$ cat src/rtl/ws_frame_buffer.sv
// Double-buffered 24-bit pixel store feeding the WS2812 driver; banks swap only at a frame start.
// Optional build macro WS_FB_BRIGHTNESS_EN enables global brightness scaling in the output stage.
module ws_frame_buffer #(
  parameter int LEDS_NUM = 3,
  localparam int LED_ADDR_WIDTH = $clog2(LEDS_NUM + 1)
) (
  input  logic                      clock,
  input  logic                      reset_n,
  input  logic                      wr_valid,
  output logic                      wr_ready,
  input  logic [LED_ADDR_WIDTH-1:0] wr_addr,
  input  logic [23:0]               wr_data,
  input  logic                      commit,
  output logic                      swap_pending,
  output logic                      swap_done,
  input  logic [7:0]                brightness,
  input  logic                      new_data_req,
  input  logic [LED_ADDR_WIDTH-1:0] current_ledN,
  output logic [31:0]               color_rgb,
  output logic [1:0]                rd_state
);

  // Handshake: a write transfers on a rising clock edge where wr_valid && wr_ready;
  // wr_ready drops while a swap is pending so the back bank stays frozen until the swap.
  typedef enum logic [1:0] {R_IDLE, R_ADDR, R_DATA, R_OUT} rd_state_t;

  localparam logic [LED_ADDR_WIDTH-1:0] PIX_LIMIT = LED_ADDR_WIDTH'(LEDS_NUM);

  logic [23:0] bank0 [LEDS_NUM] = '{default: '0};
  logic [23:0] bank1 [LEDS_NUM] = '{default: '0};

  rd_state_t                 state;
  logic                      req_d;
  logic                      front_sel;
  logic [LED_ADDR_WIDTH-1:0] rd_idx;
  logic [23:0]               rd_word;
  logic [23:0]               front_word;
  logic [23:0]               out_word;

  assign wr_ready = !swap_pending;
  assign rd_state = state;

  // Host writes always target the bank the driver is not reading.
  always_ff @(posedge clock) begin
    if (wr_valid && wr_ready && (wr_addr < PIX_LIMIT)) begin
      if (front_sel) bank0[wr_addr] <= wr_data;
      else           bank1[wr_addr] <= wr_data;
    end
  end

  always_comb begin
    front_word = '0;
    if (rd_idx < PIX_LIMIT) front_word = front_sel ? bank1[rd_idx] : bank0[rd_idx];
  end

`ifdef WS_FB_BRIGHTNESS_EN
  function automatic logic [7:0] scale8(input logic [7:0] c, input logic [7:0] b);
    logic [15:0] prod;
    prod = {8'h00, c} * ({8'h00, b} + 16'd1);
    return prod[15:8];
  endfunction

  always_comb begin
    out_word = {scale8(rd_word[23:16], brightness),
                scale8(rd_word[15:8], brightness),
                scale8(rd_word[7:0], brightness)};
  end
`else
  logic unused_brightness;
  assign unused_brightness = ^brightness;

  always_comb begin
    out_word = rd_word;
  end
`endif

  always_ff @(posedge clock or negedge reset_n) begin
    if (!reset_n) begin
      state        <= R_IDLE;
      req_d        <= 1'b0;
      front_sel    <= 1'b0;
      swap_pending <= 1'b0;
      swap_done    <= 1'b0;
      rd_idx       <= '0;
      rd_word      <= '0;
      color_rgb    <= '0;
    end else begin
      req_d     <= new_data_req;
      swap_done <= 1'b0;
      if (commit && !swap_pending) swap_pending <= 1'b1;
      case (state)
        R_IDLE: begin
          if (new_data_req && !req_d) begin
            state <= R_ADDR;
            // Swapping on the index-0 request edge means this read already sees the new frame.
            if ((current_ledN == '0) && swap_pending) begin
              front_sel    <= !front_sel;
              swap_pending <= 1'b0;
              swap_done    <= 1'b1;
            end
          end
        end
        R_ADDR: begin
          rd_idx <= current_ledN;
          state  <= R_DATA;
        end
        R_DATA: begin
          rd_word <= front_word;
          state   <= R_OUT;
        end
        R_OUT: begin
          color_rgb <= {8'h00, out_word};
          state     <= R_IDLE;
        end
        default: state <= R_IDLE;
      endcase
    end
  end

endmodule

$ cat config.mk
export PLATFORM = sky130hd
export DESIGN_NAME = ws_frame_buffer
export DESIGN_NICKNAME = d
export VERILOG_FILES = /design/src/rtl/ws_frame_buffer.sv
export SDC_FILE = /design/constraint.sdc
export NUM_CORES = 1
export LEC_CHECK = 0
export CORE_ASPECT_RATIO = 2
export CORE_MARGIN = 10
export CORE_UTILIZATION = 55
export CTS_BUF_LIST = sky130_fd_sc_hd__clkbuf_8
export DETAILED_ROUTE_END_ITERATION = 8
export PLACE_DENSITY = 0.83
export SLEW_MARGIN = 20
export SYNTH_ARGS = -nofsm -noshare
export SYNTH_HDL_FRONTEND = slang
export SYNTH_SLANG_ARGS = --single-unit
$ cat constraint.sdc
create_clock -name clock -period 8.7 [get_ports clock]
set_clock_uncertainty 0.15 [all_clocks]
set_input_delay 2.61 -clock clock [delete_from_list [all_inputs] [get_ports clock]]
set_output_delay 2.61 -clock clock [all_outputs]
set_load 0.005 [all_outputs]
== Yosys cells after proc, flatten, opt, wreduce, memory -nomap -nowiden ==
Memory sizes are Yosys's and may differ from the RTL's.
Index checks and enable logic that the tools add are counted.

* Bits in writable memories: 144
* Bits in registers: 56
* Memories: 2
* Output and inout port bits: 37

* Magnitude comparators: 2
* Mux-type cells: 17
* Reduce and logical (&&, ||, !) cells: 11
* Equal/unequal tests: 4

{| class="wikitable"
|+ Memories
! memory !! words !! bits a word !! read ports !! clocked after Yosys merged registers in !! write ports !! RTL line !! source
|-
| bank0 || 3 || 24 || 1 || 0 || 1 || 29 || <nowiki>logic [23:0] bank0 [LEDS_NUM] = '{default: '0};</nowiki>
|-
| bank1 || 3 || 24 || 1 || 0 || 1 || 30 || <nowiki>logic [23:0] bank1 [LEDS_NUM] = '{default: '0};</nowiki>
|}

{| class="wikitable"
|+ Operators with widths
! operator !! count
|-
| 2-to-1 mux 24 bit || 2
|-
| 2-to-1 mux 1 bit || 13
|-
| case mux 2 bit (4 select lines) || 1
|-
| logical AND 1 bit || 5
|-
| == test 2 bit (second input constant) || 2
|-
| zero test 2 bit || 2
|-
| less-than comparator 2 bit (second input constant) || 2
|-
| zero test 1 bit || 3
|-
| AND reduction 3 bit || 1
|-
| == test 2 x 1 -> 1 bit (second input constant) || 1
|-
| 2-to-1 mux 2 bit || 1
|-
| inequality test 2 bit (second input constant) || 1
|}

== Longest topological paths before layout ==
* Depth after elaboration: 6
* Depth in mapped cells: 7

== Worst setup path before layout ==
No wires, ideal clock.

* Path kind: in2reg
* Start point: in wr_addr[0]
* End point: mem bank1[0][0], enable pin
* Slack: 3670 ps
* Stages on the path: 2
* Library setup time: 435 ps
* Data arrival time: 4445 ps
* Cells stage by stage: nand3b_1 nor3_1

* Longest elaborated chain between the ends: 4

{| class="wikitable"
|+ Ends and longest elaborated chain
! item !! RTL line !! source
|-
| start: declaration || 11 || <nowiki>input logic [LED_ADDR_WIDTH-1:0] wr_addr,</nowiki>
|-
| less-than comparator 2 bit || 45 || <nowiki>if (wr_valid && wr_ready && (wr_addr < PIX_LIMIT)) begin</nowiki>
|-
| logical AND 1 bit || 45 ||
|-
| 2-to-1 mux 1 bit || 45 ||
|-
| 2-to-1 mux 1 bit (implied by the code) || 47 || <nowiki>else bank1[wr_addr] <= wr_data;</nowiki>
|-
| end: declaration || 30 ||
|}

Parallel ways exist; a longest one is shown, timed or not.

== Worst setup path after layout ==
* Start point: reg swap_pending
* End point: out wr_ready

* Longest elaborated chain between the ends: 1

{| class="wikitable"
|+ Ends and longest elaborated chain
! item !! RTL line !! source
|-
| start: declaration || 14 || <nowiki>output logic swap_pending,</nowiki>
|-
| start signal: assignment || 82 || <nowiki>swap_pending <= 1'b0;</nowiki>
|-
| start signal: assignment || 90 || <nowiki>if (commit && !swap_pending) swap_pending <= 1'b1;</nowiki>
|-
| start signal: assignment || 98 || <nowiki>swap_pending <= 1'b0;</nowiki>
|-
| zero test 1 bit || 40 || <nowiki>assign wr_ready = !swap_pending;</nowiki>
|-
| end: declaration || 10 || <nowiki>output logic wr_ready,</nowiki>
|}

Every way passes these cells.

==> metrics.txt <==
Core ar.=~14000 um^2; number of port buffers=61; I/O pin count=a little under 80; Slew @ Worst Pin=1.024 ns; post-synthesis sequential area ratio=0.7022; via count=approximately 4700; total congestion overflow=0; normalized max-slew margin=0.3173; Mapped Cells=544; P_leak=~3.4 nW; endpoints failing hold=0; final wirelength=between 15000 and 20000 um; post-route ant nets=0; GRT Overall Usage=0.1659; r2r setup slk=roughly 6.4 ns; grt met2 use=0.2976; P&R area growth vs syn=13.66%; worst endpoint required time=between 5 and 6 ns; Crit. End Element=output pin; Site Rows=62; cts repair resizes=0; first-pass detailed-route iteration total=5; Hold Path Class=reg -> reg; total power=about 2.7 mW; fin nets=roughly 640; max-cap violation count=0; CTS clk-pin slew, worst paths=roughly 0.090 ns; syn_area_per_cell=approximately 15 um^2; setup violators final=0; Initial DRC Count=between 300 and 400; routability cong.=approximately 0.70; GRT busiest layer=met2; TritonCTS Buffers=17; crit path time final=between 4 and 5 ns; worst-path fanout max=5; final cell count without fillers=803; setup ws final=between 4 and 5 ns; WS Path Type=reg -> out; Mapped Area=about 8000 um^2; number of global-route vias before repair=roughly 5000; CTS H-tree depth=4; hold buffers post-CTS=0; Distinct cells, synth=27; CTS root buffer=clkbuf_8; FF+latch count, synth=200; yosys warns=0; cell count after placement=769; CTS sink cnt=200; status=finished, final reports clean; VDD IR max=163.5 uV; routed length per instance=roughly 21 um; met3 Track Usage GR=0.03860; dpl hpwl=roughly 9800 um; RSZ-0062 raised after global routing=false; share of cells above drive strength 1=0.1246; largest net degree at the start of global routing=between 100 and 150; initial antenna violation count=0; Starting Density=0.5651; CP arrival=between 1.5 and 2 ns; DRC violations left=0; full die area=20390 um^2; vias per cell=about 6; global-route met1 utilization=0.1785; Max Clk Rate=about 230 MHz; pwr dens=approximately 300 nW/um^2; CTS tree=yes; Slew Limit Fails=0; period utilization=0.4996; die width=between 100 and 150 um; Skew-Pair Late Insertion Delay=0.46 ns; Critical Path Start Type=register; first-pass GRT wire length=between 20000 and 30000 um; Place WS=~4.2 ns; die height=192.2 um; CTS max path bufs=2; total negative setup slack=0 ns; setup bufs post-CTS=0
## metrics by stage
step | hold slack [ns] | util | cell area [um^2]
6_report | 0.3620 | 0.6423 | 9268
5_1_grt | 0.3808 | 0.6421 | 9265
4_1_cts | 0.3623 | 0.6402 | 9238
3_5_place_dp | 0.3378 | 0.6142 | 8862
3_3_place_gp | 0.3344 | 0.6140 | 8860
2_1_floorplan | 0.3212 | - | 8180
## synthesized netlist by cell type (all sizes together)
cell | instances | share of area
nand3b | 1 | 0.00092
nor3b | 1 | 0.00092
and3 | 1 | 0.00077
nand2 | 2 | 0.00092
nor3 | 2 | 0.0012
o21a | 1 | 0.00092
a221o | 24 | 0.029
dfrtp | 56 | 0.17
clkbuf | 15 | 0.0069
a211o | 48 | 0.052
buf | 31 | 0.026
nand2b | 50 | 0.038
mux2i | 1 | 0.0012
conb | 1 | 0.00046
ha | 5 | 0.0077
a21oi | 48 | 0.029
xnor2 | 1 | 0.0011
edfxtp | 144 | 0.53
nand3 | 2 | 0.0012
mux2 | 27 | 0.037
nor4b | 1 | 0.0011
nor2 | 4 | 0.0018
inv | 5 | 0.0023
o21ai | 1 | 0.00061
nor2b | 72 | 0.055
## area by class of cell
class	instances	area [um^2]
Inverter	5	18.77
Tap cell	192	240.2
Timing Repair Buffer	73	715.7
Fill cell	1036	5161
Clock inverter	12	100.1
Multi-Input combinational cell	300	2185
Clock buffer	20	275.3
Sequential cell	200	5731
Antenna cell	1	2.502
## registers in the layout, indices dropped and copies added, names as in the netlist
| register | cells |
|---|---|
| bank0 | 72 |
| bank1 | 72 |
| color_rgb | 24 |
| front_sel | 1 |
| out_word | 24 |
| rd_idx | 2 |
| rd_state | 2 |
| req_d | 1 |
| swap_done | 1 |
| swap_pending | 1 |
## worst max-delay path, stage by stage (launching register included)
cell             delay [ns]
dfrtp_1                0.45
inv_1                  0.15
clkdlybuf4s50_1        0.53
## path summary, 6_finish.rpt
| kind | start | end | cells after the start |
|---|---|---|---|
| min in group asynchronous | reset_n | color_rgb[11]$_DFFE_PN0N_ | 2 |
| setup / recovery | swap_pending$_DFF_PN0_ | wr_ready | 2 |
| max in group asynchronous | reset_n | rd_idx[0]$_DFFE_PN0N_ | 2 |
| hold reg to reg | out_word[14]$_DFFE_PN0N_ | color_rgb[14]$_DFFE_PN0N_ | 1 |
| setup reg to reg | rd_idx[0]$_DFFE_PN0N_ | out_word[10]$_DFFE_PN0N_ | 4 |
| hold / removal | out_word[14]$_DFFE_PN0N_ | color_rgb[14]$_DFFE_PN0N_ | 1 |
## kinds of logic (layout without fill, tap and decap cells)
group,after synthesis,count (layout),synth area share
fa+ha+maj,5,5,0.007672
flops,200,200,0.7022
simple gates,136,136,0.1025
other cells,1,9,0.0004599
mux,28,28,0.03851
compound gates,122,122,0.1120
buf+inv,51,110,0.03560
xor+xnor,1,1,0.001074
## power breakdown
group,switching (mW),internal (mW)
clock network,0.307,0.248
registers,0.114,1.15
logic,0.439,0.467
## cells in the final DEF, fill, tap and decap left out, types with 2 or more instances in the layout
cell type / netlist / routed
mux2_2: 27 / 27
nor2b_1: 72 / 72
a21oi_1: 48 / 48
edfxtp_1: 144 / 144
clkinv_4: 0 / 2
inv_6: 0 / 2
conb_1: 1 / 8
nor3_2: 0 / 2
inv_1: 5 / 8
nand2b_1: 50 / 50
a211o_1: 48 / 48
clkinvlp_4: 0 / 2
nand3_1: 2 / 2
ha_1: 5 / 5
dfrtp_1: 56 / 54
clkdlybuf4s50_1: 0 / 60
clkbuf_8: 0 / 20
buf_4: 9 / 11
a221o_1: 24 / 24
nor2_2: 0 / 3
## per-layer routing
layer | part of all wire | up-vias
met5 | 0 | -
met4 | 0.023 | 0
met3 | 0.059 | 33
met2 | 0.55 | 187
met1 | 0.37 | 2427
li1 | - | 2099
(Power assumes the default switching activity.)
